`config.mk`:
```
export PLATFORM = sky130hd
export DESIGN_NAME = sdram_cmd_arbiter
export DESIGN_NICKNAME = d
export VERILOG_FILES = /design/src/rtl/sdram_cmd_arbiter.sv
export SDC_FILE = /design/constraint.sdc
export NUM_CORES = 1
export LEC_CHECK = 0
export BUFFER_PORTS_ARGS = -buffer_cell sky130_fd_sc_hd__buf_2
export CAP_MARGIN = 20
export CORE_ASPECT_RATIO = 1.5
export CORE_MARGIN = 10
export CORE_UTILIZATION = 49
export CTS_BUF_LIST = sky130_fd_sc_hd__clkbuf_16
export DETAILED_ROUTE_END_ITERATION = 7
export PLACE_DENSITY = 0.79
export REMOVE_ABC_BUFFERS = 1
export SETUP_SLACK_MARGIN = 0.3
export SLEW_MARGIN = 30
export SYNTH_ARGS = -nofsm -noshare
export SYNTH_HDL_FRONTEND = slang
export SYNTH_SLANG_ARGS = --single-unit
```
`constraint.sdc`:
```
create_clock -name clk -period 2.18 [get_ports clk]
set_input_delay 0.109 -clock clk [delete_from_list [all_inputs] [get_ports clk]]
set_output_delay 0.109 -clock clk [all_outputs]
set_load 0.1 [all_outputs]
```
`src/rtl/sdram_cmd_arbiter.sv`:
```
// SDRAM command arbiter: grants write/read bursts and auto-refresh, sequencing ACTIVE -> RD/WR -> PRECHARGE.
// Build option: define ARB_WRITE_PRIORITY_EN to give writes fixed priority over reads. T_RCD must be >= 2.
module sdram_cmd_arbiter #(
  parameter int T_RCD      = 2,
  parameter int T_RP       = 2,
  parameter int T_WR       = 2,
  parameter int T_RFC      = 7,
  parameter int CAS_LAT    = 3,
  parameter int REF_PERIOD = 780
) (
  input  logic        clk,
  input  logic        rst_n,
  input  logic        init_done,
  input  logic        wr_req,
  input  logic        rd_req,
  input  logic [23:0] sdram_wr_addr,
  input  logic [23:0] sdram_rd_addr,
  input  logic [9:0]  br_length,
  output logic        wr_ack,
  output logic        rd_ack,
  output logic        rd_data_valid,
  output logic        busy,
  output logic [3:0]  sdram_cmd,
  output logic [1:0]  sdram_ba,
  output logic [12:0] sdram_a
);

  localparam logic [3:0] CMD_NOP   = 4'b0111;
  localparam logic [3:0] CMD_ACT   = 4'b0011;
  localparam logic [3:0] CMD_READ  = 4'b0101;
  localparam logic [3:0] CMD_WRITE = 4'b0100;
  localparam logic [3:0] CMD_PRE   = 4'b0010;
  localparam logic [3:0] CMD_REF   = 4'b0001;

  localparam int REF_W = $clog2(REF_PERIOD);
  localparam logic [REF_W-1:0] REF_LAST = REF_W'(REF_PERIOD - 1);

  typedef enum logic [3:0] {
    S_IDLE,
    S_REFRESH,
    S_TRFC_WAIT,
    S_ACTIVE,
    S_TRCD_WAIT,
    S_WRITE,
    S_WR_RECOVERY,
    S_READ,
    S_PRECHARGE,
    S_TRP_WAIT
  } state_t;

  state_t             state;
  logic [9:0]         cnt;
  logic [9:0]         len_q;
  logic [1:0]         ba_q;
  logic [8:0]         col_q;
  logic               is_wr_q;
  logic [REF_W-1:0]   ref_cnt;
  logic               ref_pending;
  logic [CAS_LAT-1:0] rd_pipe;

  logic        wr_ok;
  logic        rd_ok;
  logic        grant_wr;
  logic        grant;
  logic        ref_issue;
  logic [23:0] sel_addr;

`ifdef ARB_WRITE_PRIORITY_EN
  always_comb begin
    grant_wr = wr_ok;
  end
`else
  // rr_wr high means the write side wins the next simultaneous request
  logic rr_wr;

  always_comb begin
    grant_wr = wr_ok && (!rd_ok || rr_wr);
  end

  always_ff @(posedge clk or negedge rst_n) begin
    if (!rst_n) begin
      rr_wr <= 1'b1;
    end else if (grant) begin
      rr_wr <= !grant_wr;
    end
  end
`endif

  always_comb begin
    wr_ok     = wr_req && (br_length != '0);
    rd_ok     = rd_req && (br_length != '0);
    ref_issue = (state == S_IDLE) && init_done && ref_pending;
    grant     = (state == S_IDLE) && init_done && !ref_pending && (wr_ok || rd_ok);
    sel_addr  = grant_wr ? sdram_wr_addr : sdram_rd_addr;
  end

  // A wrap while a refresh is still pending leaves a single pending request
  always_ff @(posedge clk or negedge rst_n) begin
    if (!rst_n) begin
      ref_cnt     <= '0;
      ref_pending <= 1'b0;
    end else begin
      if (ref_issue) begin
        ref_pending <= 1'b0;
      end
      if (!init_done) begin
        ref_cnt <= '0;
      end else if (ref_cnt == REF_LAST) begin
        ref_cnt     <= '0;
        ref_pending <= 1'b1;
      end else begin
        ref_cnt <= ref_cnt + REF_W'(1);
      end
    end
  end

  always_ff @(posedge clk or negedge rst_n) begin
    if (!rst_n) begin
      rd_pipe <= '0;
    end else begin
      rd_pipe <= {rd_pipe[CAS_LAT-2:0], rd_ack};
    end
  end

  assign rd_data_valid = rd_pipe[CAS_LAT-1];

  always_ff @(posedge clk or negedge rst_n) begin
    if (!rst_n) begin
      state     <= S_IDLE;
      sdram_cmd <= CMD_NOP;
      sdram_ba  <= '0;
      sdram_a   <= '0;
      wr_ack    <= 1'b0;
      rd_ack    <= 1'b0;
      busy      <= 1'b0;
      cnt       <= '0;
      len_q     <= '0;
      ba_q      <= '0;
      col_q     <= '0;
      is_wr_q   <= 1'b0;
    end else begin
      sdram_cmd <= CMD_NOP;
      unique case (state)
        S_IDLE: begin
          if (ref_issue) begin
            state     <= S_REFRESH;
            sdram_cmd <= CMD_REF;
            busy      <= 1'b1;
          end else if (grant) begin
            state     <= S_ACTIVE;
            sdram_cmd <= CMD_ACT;
            busy      <= 1'b1;
            is_wr_q   <= grant_wr;
            sdram_ba  <= sel_addr[23:22];
            sdram_a   <= sel_addr[21:9];
            ba_q      <= sel_addr[23:22];
            col_q     <= sel_addr[8:0];
            len_q     <= br_length;
          end
        end
        S_REFRESH: begin
          state <= S_TRFC_WAIT;
          cnt   <= 10'(T_RFC - 1);
        end
        S_TRFC_WAIT: begin
          if (cnt == '0) begin
            state <= S_IDLE;
            busy  <= 1'b0;
          end else begin
            cnt <= cnt - 10'd1;
          end
        end
        S_ACTIVE: begin
          state <= S_TRCD_WAIT;
          cnt   <= 10'(T_RCD - 2);
        end
        S_TRCD_WAIT: begin
          if (cnt == '0) begin
            sdram_ba <= ba_q;
            sdram_a  <= {4'b0000, col_q};
            cnt      <= len_q - 10'd1;
            if (is_wr_q) begin
              state     <= S_WRITE;
              sdram_cmd <= CMD_WRITE;
              wr_ack    <= 1'b1;
            end else begin
              state     <= S_READ;
              sdram_cmd <= CMD_READ;
              rd_ack    <= 1'b1;
            end
          end else begin
            cnt <= cnt - 10'd1;
          end
        end
        S_WRITE: begin
          if (cnt == '0) begin
            wr_ack <= 1'b0;
            state  <= S_WR_RECOVERY;
            cnt    <= 10'(T_WR - 1);
          end else begin
            cnt <= cnt - 10'd1;
          end
        end
        S_WR_RECOVERY: begin
          if (cnt == '0) begin
            state     <= S_PRECHARGE;
            sdram_cmd <= CMD_PRE;
            sdram_a   <= 13'h0400;
          end else begin
            cnt <= cnt - 10'd1;
          end
        end
        S_READ: begin
          // precharge coincides with the first cycle rd_ack is low
          if (cnt == '0) begin
            rd_ack    <= 1'b0;
            state     <= S_PRECHARGE;
            sdram_cmd <= CMD_PRE;
            sdram_a   <= 13'h0400;
          end else begin
            cnt <= cnt - 10'd1;
          end
        end
        S_PRECHARGE: begin
          state <= S_TRP_WAIT;
          cnt   <= 10'(T_RP - 1);
        end
        S_TRP_WAIT: begin
          if (cnt == '0) begin
            state <= S_IDLE;
            busy  <= 1'b0;
          end else begin
            cnt <= cnt - 10'd1;
          end
        end
        default: begin
          state <= S_IDLE;
          busy  <= 1'b0;
        end
      endcase
    end
  end

endmodule

```
Word-level counts from Yosys, hierarchy flattened:

Index checks and enable logic that the tools add are counted.

* magnitude comparators: 0
* equality and inequality tests: 21
* multipliers: 0
* bitwise logic cells: 2
* shift operators: 0
* reductions and logical operators: 32
* add/sub/neg operators: 3
* mux-type cells: 43
* divide/modulo/power cells: 0

Operator list (count)
* 10-bit case mux with 6 select lines: 1
* 13-bit two-way mux: 4
* 10-bit two-way mux: 5
* 13-bit case mux with 3 select lines: 1
* 4-bit case mux with 8 select lines: 1
* 24-bit two-way mux: 1
* 4-bit two-way mux: 6
* 10-bit by 1-bit subtractor with 10-bit output (second input constant): 2
* 4-bit by 3-bit equality test with 1-bit output (second input constant): 4
* 2-bit inequality test (second input constant): 8
* 4-bit AND reduction: 3
* 1-bit two-way mux: 11
* 10-bit by 1-bit adder with 10-bit output (second input constant): 1
* 10-bit equality test (second input constant): 1
* 10-bit zero test: 1
* 2-bit two-way mux: 5
* 5-bit AND reduction: 2
* 10-bit nonzero test: 1
* 3-bit two-way mux: 3
* 3-bit case mux with 3 select lines: 1
* 4-bit by 2-bit equality test with 1-bit output (second input constant): 2
* 4-bit equality test (second input constant): 2
* 1-bit logical AND: 7
* 7-bit OR reduction: 1
* other kinds (17): 27

* latch bits: 0
* word-level logic and storage cells: 117
* bits in read-only memories: 0
* memories kept: 0
* register bits after elaboration: 73
* bits in writable memories: 0

Longest topological paths before layout:

* depth after elaboration: 9
* gate-level depth with buffers: 8

Worst setup path before layout:

Ideal clock, no wire load.

* path kind: reg-to-reg
* start point: register cnt[0]
* end point: register sdram_a[11]
* buffers on the path: 0
* stages on the path, launching flop included: 8
* data arrival time: 1.914 ns
* slack: 0.141 ns
* cell sequence: dfrtp_1 > inv_1 > ha_1 > nor4b_4 > and3_1 > nand2_1 > o311ai_4 > mux2_2

* cells in the longest elaborated chain, start to end: 3
* elaborated cells on any way between the ends: 4

Ends and longest elaborated chain
* start, declared: line 52 `logic [9:0] cnt;`
* start signal, assigned: line 163 `cnt <= 10'(T_RFC - 1);`
* start signal, assigned: line 170 `cnt <= cnt - 10'd1;`
* start signal, assigned: line 175 `cnt <= 10'(T_RCD - 2);`
* 10-bit zero test *: line 178, 205, 215
* 2-bit by 1-bit inequality test with 1-bit output (no line) or 2-bit inequality test (tied branches)
* 5-bit AND reduction (no line) *
* end signal, assigned: line 155 `sdram_a <= sel_addr[21:9];`
* end signal, assigned: line 180 `sdram_a <= {4'b0000, col_q};`
* end, declared: line 25 `output logic [12:0] sdram_a`

Every way passes the cells marked *; elsewhere a longest branch is shown, timed or not.
A chain may end at the register's enable or synchronous reset.

Final worst setup path:

* start point: register cnt[1]
* end point: register sdram_a[9]

The elaborated chain is that of the path after synthesis.

==> out/qor.yml <==
synth_seq_cells: 72
clk_pin_slew_worst_paths_ns: 0.06
skew_ns: 0.00670
rsz0062_at_grt: "yes"
yosysWarnings: 0
grt_use_total_pct: 19.9
start_util_pct: 49.8
p_per_area_mw_per_mm2: 1730
worst_slack_ns: 0.149
dpl.hpwl_um: 8280
crit_type: "flip-flop to flip-flop"
insertion_delay_ns: 0.34
area_growth_pct: 42.8
htree_levels: 3
fp.coreArea_mm2: 0.00796
fin_crit_sh_pct: 93.2
routabilityCongestion: 0.864
grt_pass1_vias: 4097
clockRootBuffer: "clkbuf_16"
cts_tree: "done"
placed_area_mm2: 0.00467
top_layer_used: "met4"
drtPass1Iterations: 6
cts_inserted_buffers: 9
routed_via_density: 6.08
multi_input_area_mm2: 0.00231
status: "completed"
grt_pass1_wl_um: 19300
antenna_left: 0
met2_length_um: 7000
clockBufferDepth: 2
hold_class: "input pin to flip-flop"
finalNonFillerCells: 647
fin_area_mm2: 0.00566
setup_viol: 0
nets: 604
finalCriticalPeriod_ns: 2.03
crit_fanout: 5
die-area_mm2: 0.0122
finalPower_mw: 9.80
cp.arrival_ns: 2.25
ios: 86
synth_area_per_cell_um2: 10.1
num-fill-cells: 525
drv_cap: 0
final_common_cell: "buf_2"
synth.yosys.seq_area_share_pct: 45.6
drive_gt1_share_pct: 43.7
seqCellArea_mm2: 0.00181
ys_types: 62
drv_slew: 0
wl_met1_um: 4640
worst_hold_slack_ns: 0.0240
wl_um: 13200
reg2regPathDepth: 7
synthArstFlopShare_pct: 100
max_freq_mhz: 492
timing.slew.headroom_pct: 59.2
drc: 0
final_cell_mix: "buf_2 (84), dfrtp_1 (66), buf_4 (43)"
synthCells: 392
worstMarginPinSlew_ns: 0.611
drtIter0Drc: 443
dr_wl_met3_um: 847
finalSetupTns_ns: 0
antenna_cells: 0
cts.sinks: 72
p_leak_nw: 2.64
finalHoldViolations: 0
hold_depth: 2
peakVddDrop_mv: 1.51
die-height_um: 130
synth_edf_count: 0
ys.flop_type: "dfrtp_1"
place_ws_ns: 0.0545
cp-end-kind: "flip-flop"
overflow: 0
dp.cells: 590
die_w_um: 93.4
wl_per_cell_um: 20.3
antenna_found_initial: 0
grt_max_degree: 49
post-route-util_pct: 71.1
syn_area_mm2: 0.00396
rows: 40
port_buffers: 84
cp-start-kind: "flip-flop"
required_ns: 2.40
vias: 3932
[cells in the mapped netlist, types with 8 or more instances]
| library cell | count | share of area [%] |
|---|---|---|
| nand2_1 | 21 | 2.0 |
| inv_1 | 11 | 1.0 |
| a21o_1 | 12 | 2.3 |
| nor3_1 | 8 | 1.0 |
| nor2_1 | 38 | 3.6 |
| dfrtp_1 | 68 | 43 |
| nor4_1 | 9 | 1.4 |
| a22o_1 | 13 | 2.9 |
| o21ai_0 | 34 | 4.3 |
| xnor2_1 | 12 | 2.7 |
| clkbuf_1 | 10 | 0.95 |
| mux2_2 | 15 | 4.3 |
| a21oi_1 | 13 | 1.6 |
| o22a_1 | 12 | 2.7 |
| mux2i_1 | 15 | 3.8 |
[final cells by class]
class                   instances  area share [%]
clock inverters                 7           0.575
inverters                      11           0.729
clock buffers                   9            3.98
well taps                     105            2.32
flip-flops and latches         72            32.0
repair buffers                155            19.6
multi-input cells             288            40.8
[cells by family after synthesis]
logic type / after synthesis / synth area share (%)
AOI/OAI and AO/OA: 121 / 22.2
xor gates and xnor gates: 16 / 3.54
adders and majority gates: 4 / 1.26
DFF: 72 / 45.6
muxes: 30 / 8.05
buffers and inverters: 32 / 3.72
other: 1 / 0.0946
and+or+nand+nor: 116 / 15.6
[sequential cells by signal, summed over array words and instances, names as in the netlist, 2 cells and up]
register	cells
ba_q	2
sdram_cmd	3
ref_cnt	10
col_q	9
sdram_ba	2
cnt	10
len_q	10
state	4
rd_pipe	3
sdram_a	13
[worst max-delay path, stage by stage, from the launching register on]
cell and delay (ns):
dfrtp_1 0.38, inv_2 0.09, ha_4 0.13, nor4b_4 0.27, and3_4 0.27, nand2_4 0.06
o311ai_4 0.36, mux2_4 0.34
[report_power, final]
| part | switching [mW] | leakage, nW | internal [mW] |
|---|---|---|---|
| sequential | 0.444 | 0.886 | 1.85 |
| clock | 0.552 | 0.133 | 0.749 |
| combinational | 3.68 | 1.62 | 2.53 |
| total | 4.67 | 2.64 | 5.13 |
[path summary, 6_finish.rpt]
path                              start          to  slack, ns
min reg2reg                  rd_pipe[0]  rd_pipe[1]       0.35
min in group asynchronous         rst_n  rd_pipe[2]       0.31
max in group asynchronous         rst_n       rr_wr       1.15
max reg2reg                      cnt[1]  sdram_a[9]       0.15
max                              cnt[1]  sdram_a[9]       0.15
min                        br_length[9]    len_q[9]       0.02
[layer usage]
| layer | vias up | GRT usage [%] |
|---|---|---|
| li1 | 1740 | - |
| met1 | 1912 | 20.1 |
| met2 | 204 | 36.1 |
| met3 | 76 | 4.77 |
| met4 | 0 | 11.6 |
| met5 | - | 0 |
[repair_timing]
item | 4_1_cts | 5_1_grt
endpoints found under the hold margin | 31 | 0
gates cloned | 0 | 1
hold buffers | 10 | 0
endpoints found under the setup margin | 51 | 53
pin swaps | 24 | 19
setup buffers | 19 | 11
gates resized for setup | 35 | 56
No activity file was read; power rests on OpenSTA's default activity.
